==> config.mk <==
export PLATFORM = sky130hd
export DESIGN_NAME = keypad_scan_fsm
export DESIGN_NICKNAME = d
export VERILOG_FILES = /design/src/rtl/keypad_scan_fsm.sv
export SDC_FILE = /design/constraint.sdc
export NUM_CORES = 1
export LEC_CHECK = 0
export ABC_AREA = 1
export CORE_ASPECT_RATIO = 0.9
export CORE_MARGIN = 2
export CORE_UTILIZATION = 25
export DETAILED_ROUTE_END_ITERATION = 8
export PLACE_DENSITY_LB_ADDON = 0.15
export SYNTH_ARGS = -nofsm -noshare
export SYNTH_HDL_FRONTEND = slang
export SYNTH_SLANG_ARGS = --single-unit
==> constraint.sdc <==
create_clock -name clk -period 5.8 [get_ports clk]
set_input_delay 0.87 -clock clk [delete_from_list [all_inputs] [get_ports clk]]
set_output_delay 0.87 -clock clk [all_outputs]
set_load 0.005 [all_outputs]
==> src/rtl/keypad_scan_fsm.sv <==
// keypad_scan_fsm: 4x4 keypad row scanner with a column synchroniser.
// Debounces both press and release, freezes the row rotation while a key is
// in play, and emits one key_valid pulse with a hex key_code per accepted press.
//
// Optional feature macro: KEY_REPEAT_EN. When it is defined, a held single key
// re-pulses key_valid after REPEAT_DELAY cycles and then every REPEAT_PERIOD cycles.
//
// Ports:
//   clk        system clock
//   rst_n      asynchronous active-low reset
//   row[3:0]   keypad row drive, active-low, one row low at a time
//   col[3:0]   keypad columns, pulled up, low = pressed (asynchronous)
//   key_code   hex code of the last accepted key, held until the next one
//   key_valid  single-cycle pulse per accepted press
//   key_held   high while a debounced key is down
//   scan_stop  high whenever the row rotation is frozen
module keypad_scan_fsm #(
  parameter int unsigned SCAN_DIV        = 3000,
  parameter int unsigned DEBOUNCE_CYCLES = 60000,
  parameter int unsigned SYNC_STAGES     = 2,
  parameter int unsigned REPEAT_DELAY    = 1500000,
  parameter int unsigned REPEAT_PERIOD   = 300000
) (
  input  logic       clk,
  input  logic       rst_n,
  output logic [3:0] row,
  input  logic [3:0] col,
  output logic [3:0] key_code,
  output logic       key_valid,
  output logic       key_held,
  output logic       scan_stop
);

  localparam int unsigned SyncN  = (SYNC_STAGES < 2) ? 2 : SYNC_STAGES;
  localparam int unsigned CntMax = (SCAN_DIV > DEBOUNCE_CYCLES) ? SCAN_DIV : DEBOUNCE_CYCLES;
  localparam int unsigned CntW   = (CntMax > 1) ? $clog2(CntMax) : 1;
  localparam logic [CntW-1:0] ScanLast = CntW'(SCAN_DIV - 1);
  localparam logic [CntW-1:0] DebLast  = CntW'(DEBOUNCE_CYCLES - 1);

  typedef enum logic [1:0] {StScan, StDbPress, StHeld, StDbRelease} state_e;

  state_e          state_q, state_d;
  logic [1:0]      row_idx_q, row_idx_d;
  logic [CntW-1:0] cnt_q, cnt_d, cnt_inc;
  logic [3:0]      col_lat_q, col_lat_d;
  logic [3:0]      key_code_q;
  logic            key_valid_q;
  logic            pend_q, pend_d;
  logic            press_fire, rep_fire;
  logic [3:0]      col_s;
  logic [4:0]      dec;
  logic            single_key;
  logic [3:0]      dec_code;

  // Column synchroniser; idles at "no key" so reset never looks like a press.
  logic [3:0] sync_q [SyncN];

  always_ff @(posedge clk or negedge rst_n) begin
    if (!rst_n) begin
      for (int i = 0; i < SyncN; i++) sync_q[i] <= 4'hF;
    end else begin
      sync_q[0] <= col;
      for (int i = 1; i < SyncN; i++) sync_q[i] <= sync_q[i-1];
    end
  end

  assign col_s = sync_q[SyncN-1];

  // Returns {single_key, code}; single_key is low for multi-key (ghost) patterns.
  function automatic logic [4:0] decode(input logic [1:0] r, input logic [3:0] c);
    logic [1:0] ci;
    logic       ok;
    logic [3:0] code;
    ok = 1'b1;
    ci = 2'd0;
    case (c)
      4'b1110: ci = 2'd0;
      4'b1101: ci = 2'd1;
      4'b1011: ci = 2'd2;
      4'b0111: ci = 2'd3;
      default: ok = 1'b0;
    endcase
    case ({r, ci})
      4'd0:    code = 4'h1;
      4'd1:    code = 4'h2;
      4'd2:    code = 4'h3;
      4'd3:    code = 4'hA;
      4'd4:    code = 4'h4;
      4'd5:    code = 4'h5;
      4'd6:    code = 4'h6;
      4'd7:    code = 4'hB;
      4'd8:    code = 4'h7;
      4'd9:    code = 4'h8;
      4'd10:   code = 4'h9;
      4'd11:   code = 4'hC;
      4'd12:   code = 4'hE;
      4'd13:   code = 4'h0;
      4'd14:   code = 4'hF;
      default: code = 4'hD;
    endcase
    return {ok, code};
  endfunction

  assign dec        = decode(row_idx_q, col_lat_q);
  assign single_key = dec[4];
  assign dec_code   = dec[3:0];

  // Saturating increment so a stalled count never wraps mid-debounce.
  assign cnt_inc = (cnt_q == '1) ? cnt_q : cnt_q + 1'b1;

  always_comb begin
    state_d    = state_q;
    row_idx_d  = row_idx_q;
    cnt_d      = cnt_q;
    col_lat_d  = col_lat_q;
    press_fire = 1'b0;
    unique case (state_q)
      StScan: begin
        // Sample only on the last dwell cycle so col_s reflects this row.
        if (cnt_q >= ScanLast) begin
          cnt_d = '0;
          if (col_s != 4'hF) begin
            state_d   = StDbPress;
            col_lat_d = col_s;
          end else begin
            row_idx_d = row_idx_q + 2'd1;
          end
        end else begin
          cnt_d = cnt_inc;
        end
      end
      StDbPress: begin
        if (col_s != col_lat_q) begin
          state_d   = StScan;
          row_idx_d = row_idx_q + 2'd1;
          cnt_d     = '0;
        end else if (cnt_q >= DebLast) begin
          state_d    = StHeld;
          cnt_d      = '0;
          press_fire = single_key;
        end else begin
          cnt_d = cnt_inc;
        end
      end
      StHeld: begin
        if (col_s == 4'hF) begin
          state_d = StDbRelease;
          cnt_d   = '0;
        end
      end
      StDbRelease: begin
        if (col_s != 4'hF) begin
          state_d = StHeld;
        end else if (cnt_q >= DebLast) begin
          state_d   = StScan;
          row_idx_d = row_idx_q + 2'd1;
          cnt_d     = '0;
        end else begin
          cnt_d = cnt_inc;
        end
      end
      default: begin
        state_d = StScan;
        cnt_d   = '0;
      end
    endcase
  end

`ifdef KEY_REPEAT_EN
  localparam int unsigned RepMax = (REPEAT_DELAY > REPEAT_PERIOD) ? REPEAT_DELAY : REPEAT_PERIOD;
  localparam int unsigned RepW   = (RepMax > 1) ? $clog2(RepMax) : 1;
  localparam logic [RepW-1:0] RepDelayLast  = RepW'(REPEAT_DELAY - 1);
  localparam logic [RepW-1:0] RepPeriodLast = RepW'(REPEAT_PERIOD - 1);

  logic [RepW-1:0] rep_cnt_q, rep_cnt_d;
  logic            rep_first_q, rep_first_d;

  // Counts only in HELD, pauses through DB_RELEASE, clears everywhere else.
  always_comb begin
    rep_cnt_d   = rep_cnt_q;
    rep_first_d = rep_first_q;
    rep_fire    = 1'b0;
    if (state_q == StHeld) begin
      if (single_key) begin
        if (rep_cnt_q >= (rep_first_q ? RepDelayLast : RepPeriodLast)) begin
          rep_fire    = 1'b1;
          rep_cnt_d   = '0;
          rep_first_d = 1'b0;
        end else begin
          rep_cnt_d = rep_cnt_q + 1'b1;
        end
      end
    end else if (state_q != StDbRelease) begin
      rep_cnt_d   = '0;
      rep_first_d = 1'b1;
    end
  end

  always_ff @(posedge clk or negedge rst_n) begin
    if (!rst_n) begin
      rep_cnt_q   <= '0;
      rep_first_q <= 1'b1;
    end else begin
      rep_cnt_q   <= rep_cnt_d;
      rep_first_q <= rep_first_d;
    end
  end
`else
  logic unused_repeat;
  assign unused_repeat = ^{REPEAT_DELAY, REPEAT_PERIOD};
  assign rep_fire      = 1'b0;
`endif

  assign pend_d = press_fire | rep_fire;

  always_ff @(posedge clk or negedge rst_n) begin
    if (!rst_n) begin
      state_q     <= StScan;
      row_idx_q   <= 2'd0;
      cnt_q       <= '0;
      col_lat_q   <= 4'hF;
      pend_q      <= 1'b0;
      key_valid_q <= 1'b0;
      key_code_q  <= 4'h0;
    end else begin
      state_q     <= state_d;
      row_idx_q   <= row_idx_d;
      cnt_q       <= cnt_d;
      col_lat_q   <= col_lat_d;
      pend_q      <= pend_d;
      // One-cycle pipeline so the pulse lands the cycle after HELD is entered.
      key_valid_q <= pend_q;
      if (pend_q) key_code_q <= dec_code;
    end
  end

  assign row       = ~(4'b0001 << row_idx_q);
  assign key_code  = key_code_q;
  assign key_valid = key_valid_q;
  assign key_held  = (state_q == StHeld) || (state_q == StDbRelease);
  assign scan_stop = (state_q != StScan);

endmodule

---- Word level (Yosys, flattened, before mapping) ----
Memories as Yosys holds them, arrays and structs flattened. A register that Yosys moved wholly into a read port is not among the register bits.
Index checks and enable logic that the tools add are counted.
operators by class
  add/sub/neg operators ................... 2
  $mul .................................... 0
  div/mod/pow operators ................... 0
  magnitude comparators ................... 2
  eq/ne operators ......................... 20
  shift-type cells ........................ 1
  mux-type cells .......................... 26
  bitwise gates (word level) .............. 1
  reduce and logical (&&, ||, !) cells .... 10
operators by type and width
  kind                                                                     count
  16-bit 2-to-1 mux                                                        6
  16-bit one-hot mux with 4 select lines                                   1
  2-bit 2-to-1 mux                                                         12
  16-bit by 1-bit adder with 16-bit output, second input constant          1
  16-bit == test, second input constant                                    1
  4-bit == test, second input constant                                     4
  16-bit by 12-bit >= comparator with 1-bit output, second input constant  1
  16-bit >= comparator, second input constant                              1
  2-bit inequality test, second input constant                             7
  2-bit one-hot mux with 3 select lines                                    2
  2-bit one-hot mux with 4 select lines                                    1
  3-bit inequality test, second input constant                             2
  6-bit AND reduction                                                      1
  5-bit AND reduction                                                      1
  2-bit == test, second input constant                                     2
  4-bit by 3-bit == test with 1-bit output, second input constant          1
  1-bit 2-to-1 mux                                                         4
  4-bit inequality test                                                    1
  4-bit inequality test, second input constant                             1
  4-bit inverter                                                           1
  4-bit OR reduction                                                       1
  1-bit by 2-bit << shifter with 4-bit output, first input constant        1
  3-bit AND reduction                                                      1
  3-bit nonzero test                                                       1
  other kinds (7)                                                          7
word-level totals
  register bits after elaboration ......... 34
  latch bits .............................. 0
  memory bits (writable) .................. 0
  bits in read-only memories .............. 64
  bits of input ports ..................... 6
  output and inout bits ................... 11
  logic and storage cells ................. 71
  memories kept ........................... 1
memory list
  name             words  width  read ports  clocked after Yosys merged registers in  write ports  line  text
  (no name shown)  16     4      1           1                                        0            83    case ({r, ci})

---- Logic depth before layout (Yosys ltp) ----
Gate-level depths: netlist of the first run.
  depth in word-level cells ............... 6
  gate-level depth with buffers ........... 12

---- Worst setup path after synthesis of the first run ----
No wires, ideal clock.
  kind .................................... reg2reg
  from .................................... register col_lat_q[1]
  to ...................................... register key_code_q[1] (netlist: key_code[1])
  library setup time ...................... 0.082 ns
  arrival time ............................ 1.749 ns
  data required time ...................... 5.718 ns
  path slack .............................. 3.969 ns
  stages on the path, launching flop included .. 9
  buffers on the path ..................... 0
  cells stage by stage .................... dfstp_2 nand2_1 nor3_2 inv_1 ha_1 or2_2 o21ai_1 nand2_1 a31oi_1
on the way
  word-level cells in the longest chain between the ends .. 2
ends and longest elaborated chain
  item                                                                              line  text
  start, declared                                                                   45    logic [3:0] col_lat_q, col_lat_d;
  start signal, assigned                                                            229   col_lat_q <= col_lat_d;
  4-bit by 3-bit == test with 1-bit output / 4-bit == test (equally long branches)  76    case (c)
  2-bit one-hot mux with 3 select lines (*)                                         76
  end, declared                                                                     46    logic [3:0] key_code_q;
Every way passes the cells marked *; elsewhere a longest branch is shown, timed or not.
A chain may end at the register's enable or synchronous reset.

---- Final worst setup path of the first run ----
  from .................................... register row_idx_q[1]
  to ...................................... output row[0]
on the way
  word-level cells in the longest chain between the ends .. 2
ends and longest elaborated chain
  item                                         line  text
  start, declared                              43    logic [1:0] row_idx_q, row_idx_d;
  start signal, assigned                       227   row_idx_q <= row_idx_d;
  1-bit by 2-bit << shifter with 4-bit output  237   assign row = ~(4'b0001 << row_idx_q);
  4-bit inverter                               237
  end, declared                                26    output logic [3:0] row,
No other way between the ends.

==> results of run 1 <==
[registers in the layout, summed over array words and instances, names as in the netlist]
register,flops
state_q,2
cnt_q,16
row_idx_q,2
sync_q,4
col_lat_q,4
col_s,4
pend_q,1
key_valid,1
key_code,4
[layout by cell type (no fill, tap or decap), types with 2 or more instances in the layout]
cell              n
o21ai_1           2
nand2_2           2
nor3_1            6
xor2_1            8
o21ai_0          13
clkbuf_8          5
nand2_1          85
dfrtp_1          26
clkdlybuf4s50_1  15
nor2_2           10
dfstp_2          12
clkinv_2          3
ha_1             10
nand3_1          26
a31oi_1           2
inv_1            43
inv_2             3
o211ai_1          2
nand4_1           3
nor2_4            2
or2_2             3
nand3_2           3
nor2_1           35
[per-layer routing]
metal | vias to the layer above | wire length, um | track usage
met4 | 0 | 49 | 0.0329
met3 | 2 | 159 | 0.0217
met5 | - | 0 | 0
met1 | 865 | 2610 | 0.155
li1 | 1009 | - | -
met2 | 25 | 2010 | 0.158
[cell type report]
class	instances	area [um2]
inverters	47	178
well taps	122	153
clock inverters	2	10.0
repair buffers	16	155
clock buffers	6	93.8
flip-flops and latches	38	966
multi-input cells	223	1180
fillers	981	6390
[worst max-delay path: cells and delay by family (launching register included)]
family                     cells  cell delay [ns]
DFF                            1             0.50
adders and majority gates      1             0.21
buffers and inverters          3             0.68
[metrics by stage]
stage | power (mW) | setup WS [ns] | cells | utilization
after floorplan | 0.278 | 3.97 | 311 | -
after global placement | 0.288 | 3.57 | 446 | 0.288
after detailed placement | 0.288 | 3.56 | 446 | 0.288
after CTS | 0.505 | 3.23 | 454 | 0.299
after global routing | 0.518 | 3.12 | 454 | 0.299
final | 0.488 | 3.26 | 454 | 0.299
[cells by family (layout without fill, tap and decap cells)]
| family | after synthesis | in the layout | synth area share |
|---|---|---|---|
| AOI/OAI and AO/OA | 23 | 23 | 0.0567 |
| buffers and inverters | 50 | 71 | 0.0840 |
| and+or+nand+nor | 181 | 181 | 0.359 |
| xor gates and xnor gates | 9 | 9 | 0.0337 |
| adders and majority gates | 10 | 10 | 0.0535 |
| DFF | 38 | 38 | 0.413 |
[report_power, final]
group | internal, mW | switching, mW
clock network | 0.109 | 0.0966
logic | 0.00361 | 0.00743
registers | 0.270 | 0.00143
total | 0.383 | 0.105
[final timing paths]
kind,startpoint,to,slack (ns),cells past startpoint
setup reg to reg,col_lat_q[1]$_DFFE_PN1P_,key_code[1]$_DFFE_PN0P_,3.78,8
hold reg to reg,sync_q[7]$_DFF_PN1_,col_s[3]$_DFF_PN1_,0.36,0
max in group asynchronous,rst_n,key_code[3]$_DFFE_PN0P_,4.55,1
hold / removal,sync_q[7]$_DFF_PN1_,col_s[3]$_DFF_PN1_,0.36,0
setup / recovery,row_idx_q[1]$_DFFE_PN0P_,row[0],3.26,4
min in group asynchronous,rst_n,cnt_q[11]$_DFFE_PN0P_,0.70,1
==> metrics.txt, run 1 <==
status=finished, final reports clean; Final min period=2.54 ns; slowest CP cell=dfrtp_1; Crit path largest cell delay=0.50 ns; Final Slew Violations=0; Leak Pwr=1.27 nW; Initial Util=0.256; share of cells above drive strength 1=0.151; I/O Pins=17; most used cell, CP=inv_1; fin nets=347; DRT Pass-1 Iters=4; # setup viols final=0; sequential share of the synthesized area=0.413; Avg Inst Size Synth=7.52 um2; flops & latches, synth=38; worst-case clock buffer depth=2; chip height=95.8 um; area leader, netlist=dfrtp_1; # resized after CTS=0; CTS clock-pin slew for the worst setup and hold paths=0.08 ns; Arr. time, crit path=1.67 ns; residual antenna-violating net count after detailed routing=0; CTS tree=yes; Async S/R FF share, synth=1.00; crit end category=primary output; CP Launch Type=register; htree depth=2; Initial DRC Count=86; Peak VDD IR=0.126 mV; DP Wirelength=3650 um; root buffer cell=clkbuf_8; final wirelength=4830 um; first-pass GRT wire length=8580 um; CP Data Required Time=4.93 ns; Hold-fix buffers, CTS=0; Core Box Area=9130 um2; WL/cell=10.6 um; Rows=33; Slew Limit Headroom=0.417; max cap viols=0; worst-path fanout max=9; YS warnings=0; total number of vias=1901; period utilisation layout=0.438; vias in the first global route=1794; Post-synth top flop=dfrtp_1; count of cell types in the netlist=34; Syn Nets=327; post-route setup TNS=0 ns; fin area=2730 um2; post-synthesis cell count=311; postcts setup bufs=0; CP cell instances=inv_1, ha_1, inv_1, clkdlybuf4s50_1; count leader, synth=nand2_1; RSZ-0062 raised after global routing=no; antenna violations before repair=0; clk sinks=38; top cell type's share of synthesized area=0.278; Vias/cell=4.19; synth top area cells=dfrtp_1, nand2_1, dfstp_2; area delta synth->final=16.8%; Die W=106 um; WS Path Type=register to primary output; final hold slack=0.358 ns; worst hold path type=register to register; GPL Wtd Cong=0.764; max frequency=0.394 GHz; Post-synth EDFFs=0; final hold violations=0; grt ovf=0; CTS Buf Count=5; largest net degree at the start of global routing=39; gr usage total=0.106; drt drc=0; diode count=0; Cell Area, Synth=2340 um2; DP Area=2630 um2; # port buffers=16; skew final=0.00571 ns; PwrDens=179 nW/um2; Commonest cells post-synth=nand2_1, inv_1, nor2_1; clock latency on the worst-skew pair=0.28 ns; Worst Tran Pin Value=0.875 ns; die area=10100 um2
(Power assumes the default switching activity.)
==> run 2: changes to the inputs <==
==> constraint.sdc (replaced) <==
create_clock -name clk -period 2.6 [get_ports clk]
set_input_delay 0.39 -clock clk [delete_from_list [all_inputs] [get_ports clk]]
set_output_delay 0.39 -clock clk [all_outputs]
set_load 0.005 [all_outputs]
==> run 2 against run 1 <==
First-iteration DRC count decreased by 9.3%. Sequential share of layout area decreased by 0.37 points. Core utilization increased by 0.32 points. Power increased by 150%. Clock skew increased by 0.0020 ns. Non-clock buffer count unchanged. Critical path type unchanged. Cell count unchanged. Global-route usage about the same. Count of clock-buffer cells in the layout unchanged. Sequential cell count unchanged. Routed wire length decreased by 0.75%.
==> metrics.txt, run 2 (synthesized netlist as in run 1, its figures left out) <==
CP Launch Type=register (unchanged); postcts setup bufs=0 (unchanged); crit end category=primary output (unchanged); RSZ-0062 raised after global routing=no (unchanged); Slew Limit Headroom=0.418 (was 0.417); post-route setup TNS=0 ns (unchanged); chip height=95.8 um (unchanged); final hold violations=0 (unchanged); area delta synth->final=18.0% (was 16.8%); worst-path fanout max=9 (unchanged); DP Wirelength=3580 um (was 3650 um); grt ovf=0 (unchanged); number of fill cells=981 (unchanged); Cells after DPL=446 (unchanged); CTS tree=yes (unchanged); Net Sw Frac=0.212 (was 0.216); max frequency=0.469 GHz; Final Slew Violations=0 (unchanged); skew final=0.00771 ns (was 0.00571 ns); antenna violations before repair=0 (unchanged); status=finished, final reports clean (unchanged); Arr. time, crit path=1.74 ns (was 1.67 ns); Finished Layout Cells=454 (unchanged); CTS clock-pin slew for the worst setup and hold paths=0.09 ns (was 0.08 ns); clock latency on the worst-skew pair=0.30 ns (was 0.28 ns); sequential power share=0.498 (was 0.556); Largest register FFs=16 (unchanged); diode count=0 (unchanged); worst-case clock buffer depth=2 (unchanged); power share of the clock group=0.481 (was 0.422); most frequent cells in the layout=nand2_1, inv_1, nor2_1 (unchanged); Power Total=1.21 mW (was 0.488 mW); die area=10100 um2 (unchanged); Final min period=2.13 ns; Worst Tran Pin Value=0.873 ns (was 0.875 ns); final wirelength=4790 um (was 4830 um); GPL Wtd Cong=0.824 (was 0.764); CTS Buf Count=5 (unchanged); clk sinks=38 (unchanged); WL/cell=10.6 um (about the same); PwrDens=440 nW/um2 (was 179 nW/um2); # setup viols final=0 (unchanged); total number of vias=1886 (was 1901); largest net degree at the start of global routing=39 (unchanged); Initial Util=0.256 (unchanged); share of cells above drive strength 1=0.151 (unchanged); max cap viols=0 (unchanged); Initial DRC Count=78 (was 86); htree depth=2 (unchanged); Peak VDD IR=0.218 mV (was 0.126 mV); Hold-fix buffers, CTS=0 (unchanged); drt drc=0 (unchanged); worst hold path type=input pin to asynchronous set/reset pin (was register to register); internal power=0.956 mW (was 0.383 mW); # port buffers=16 (unchanged); Switch Pwr=0.258 mW (was 0.105 mW); root buffer cell=clkbuf_8 (unchanged); vias in the first global route=1769 (was 1794); Die W=106 um (unchanged); commonest non-fill, non-tap cell in the layout=nand2_1 (unchanged); DRT Pass-1 Iters=4 (unchanged); residual antenna-violating net count after detailed routing=0 (unchanged); first-pass GRT wire length=8510 um (was 8580 um); # resized after CTS=0 (unchanged); WS Path Type=register to primary output (unchanged); period utilisation layout=0.821; Rows=33 (unchanged); CP Data Required Time=2.21 ns (was 4.93 ns); Core Box Area=9130 um2 (unchanged); gr usage total=0.106 (about the same); fin nets=347 (unchanged); Biggest register=cnt_q (unchanged); fin util=0.303 (was 0.299); Leak Pwr=1.28 nW (was 1.27 nW); Vias/cell=4.15 (was 4.19); Comb pwr share=0.020 (was 0.023); I/O Pins=17 (unchanged)
==> run 2: cell count changes in the layout (fill, tap and decap cells not counted), sizes merged <==
cell and change:
bufinv +1, clkinv -1
==> run 2: final cells by class <==
type                       count  area [um2]  area share
multi-input combinational    223        1180       0.426
sequential                    38         966       0.350
inverter                      47         178      0.0643
timing repair buffer          16         155      0.0562
tap                          122         153      0.0553
clock buffer                   6        93.8      0.0340
clock inverter                 2        38.8      0.0140
==> run 2: power groups by stage <==
stage / Combinational [mW] / Clock, mW / Sequential [mW]
after floorplan: 0.00566 / 0 / 0.616
after detailed placement: 0.0263 / 0 / 0.617
after CTS: 0.0263 / 0.615 / 0.606
after global placement: 0.0264 / 0 / 0.617
final: 0.0245 / 0.585 / 0.605
after global routing: 0.0296 / 0.634 / 0.606
==> run 2: path summary, 6_finish.rpt <==
path | start | to | slack, ns | depth (start not counted)
max | row_idx_q[1]$_DFFE_PN0P_ | row[0] | 0.47 | 4
max reg2reg | col_lat_q[1]$_DFFE_PN1P_ | key_code[1]$_DFFE_PN0P_ | 0.59 | 8
min reg2reg | sync_q[7]$_DFF_PN1_ | col_s[3]$_DFF_PN1_ | 0.36 | 0
max in group asynchronous | rst_n | cnt_q[0]$_DFFE_PN0P_ | 1.84 | 1
min | rst_n | cnt_q[11]$_DFFE_PN0P_ | 0.20 | 1
min in group clk | sync_q[7]$_DFF_PN1_ | col_s[3]$_DFF_PN1_ | 0.36 | 0
==> run 2: worst max-delay path, cell delays in order (launching register included) <==
cell             delay, ns
dfrtp_1               0.52
inv_1                 0.17
ha_1                  0.21
inv_1                 0.05
clkdlybuf4s50_1       0.49
==> run 2: stage by stage <==
stage                     area (um2)  hold WS, ns  setup WS [ns]
after floorplan                 2340       0.0944          0.769
after global placement          2630        0.346          0.667
after detailed placement        2630        0.347          0.601
after CTS                       2760        0.240          0.445
after global routing            2760        0.292          0.337
final                           2760        0.197          0.466
==> run 2: routing by layer <==
layer | global-route usage | vias up | wire, um
met4 | 0.0395 | 0 | 65
met5 | 0 | - | 0
met2 | 0.161 | 21 | 2030
met3 | 0.0237 | 4 | 126
li1 | - | 1011 | -
met1 | 0.148 | 850 | 2570
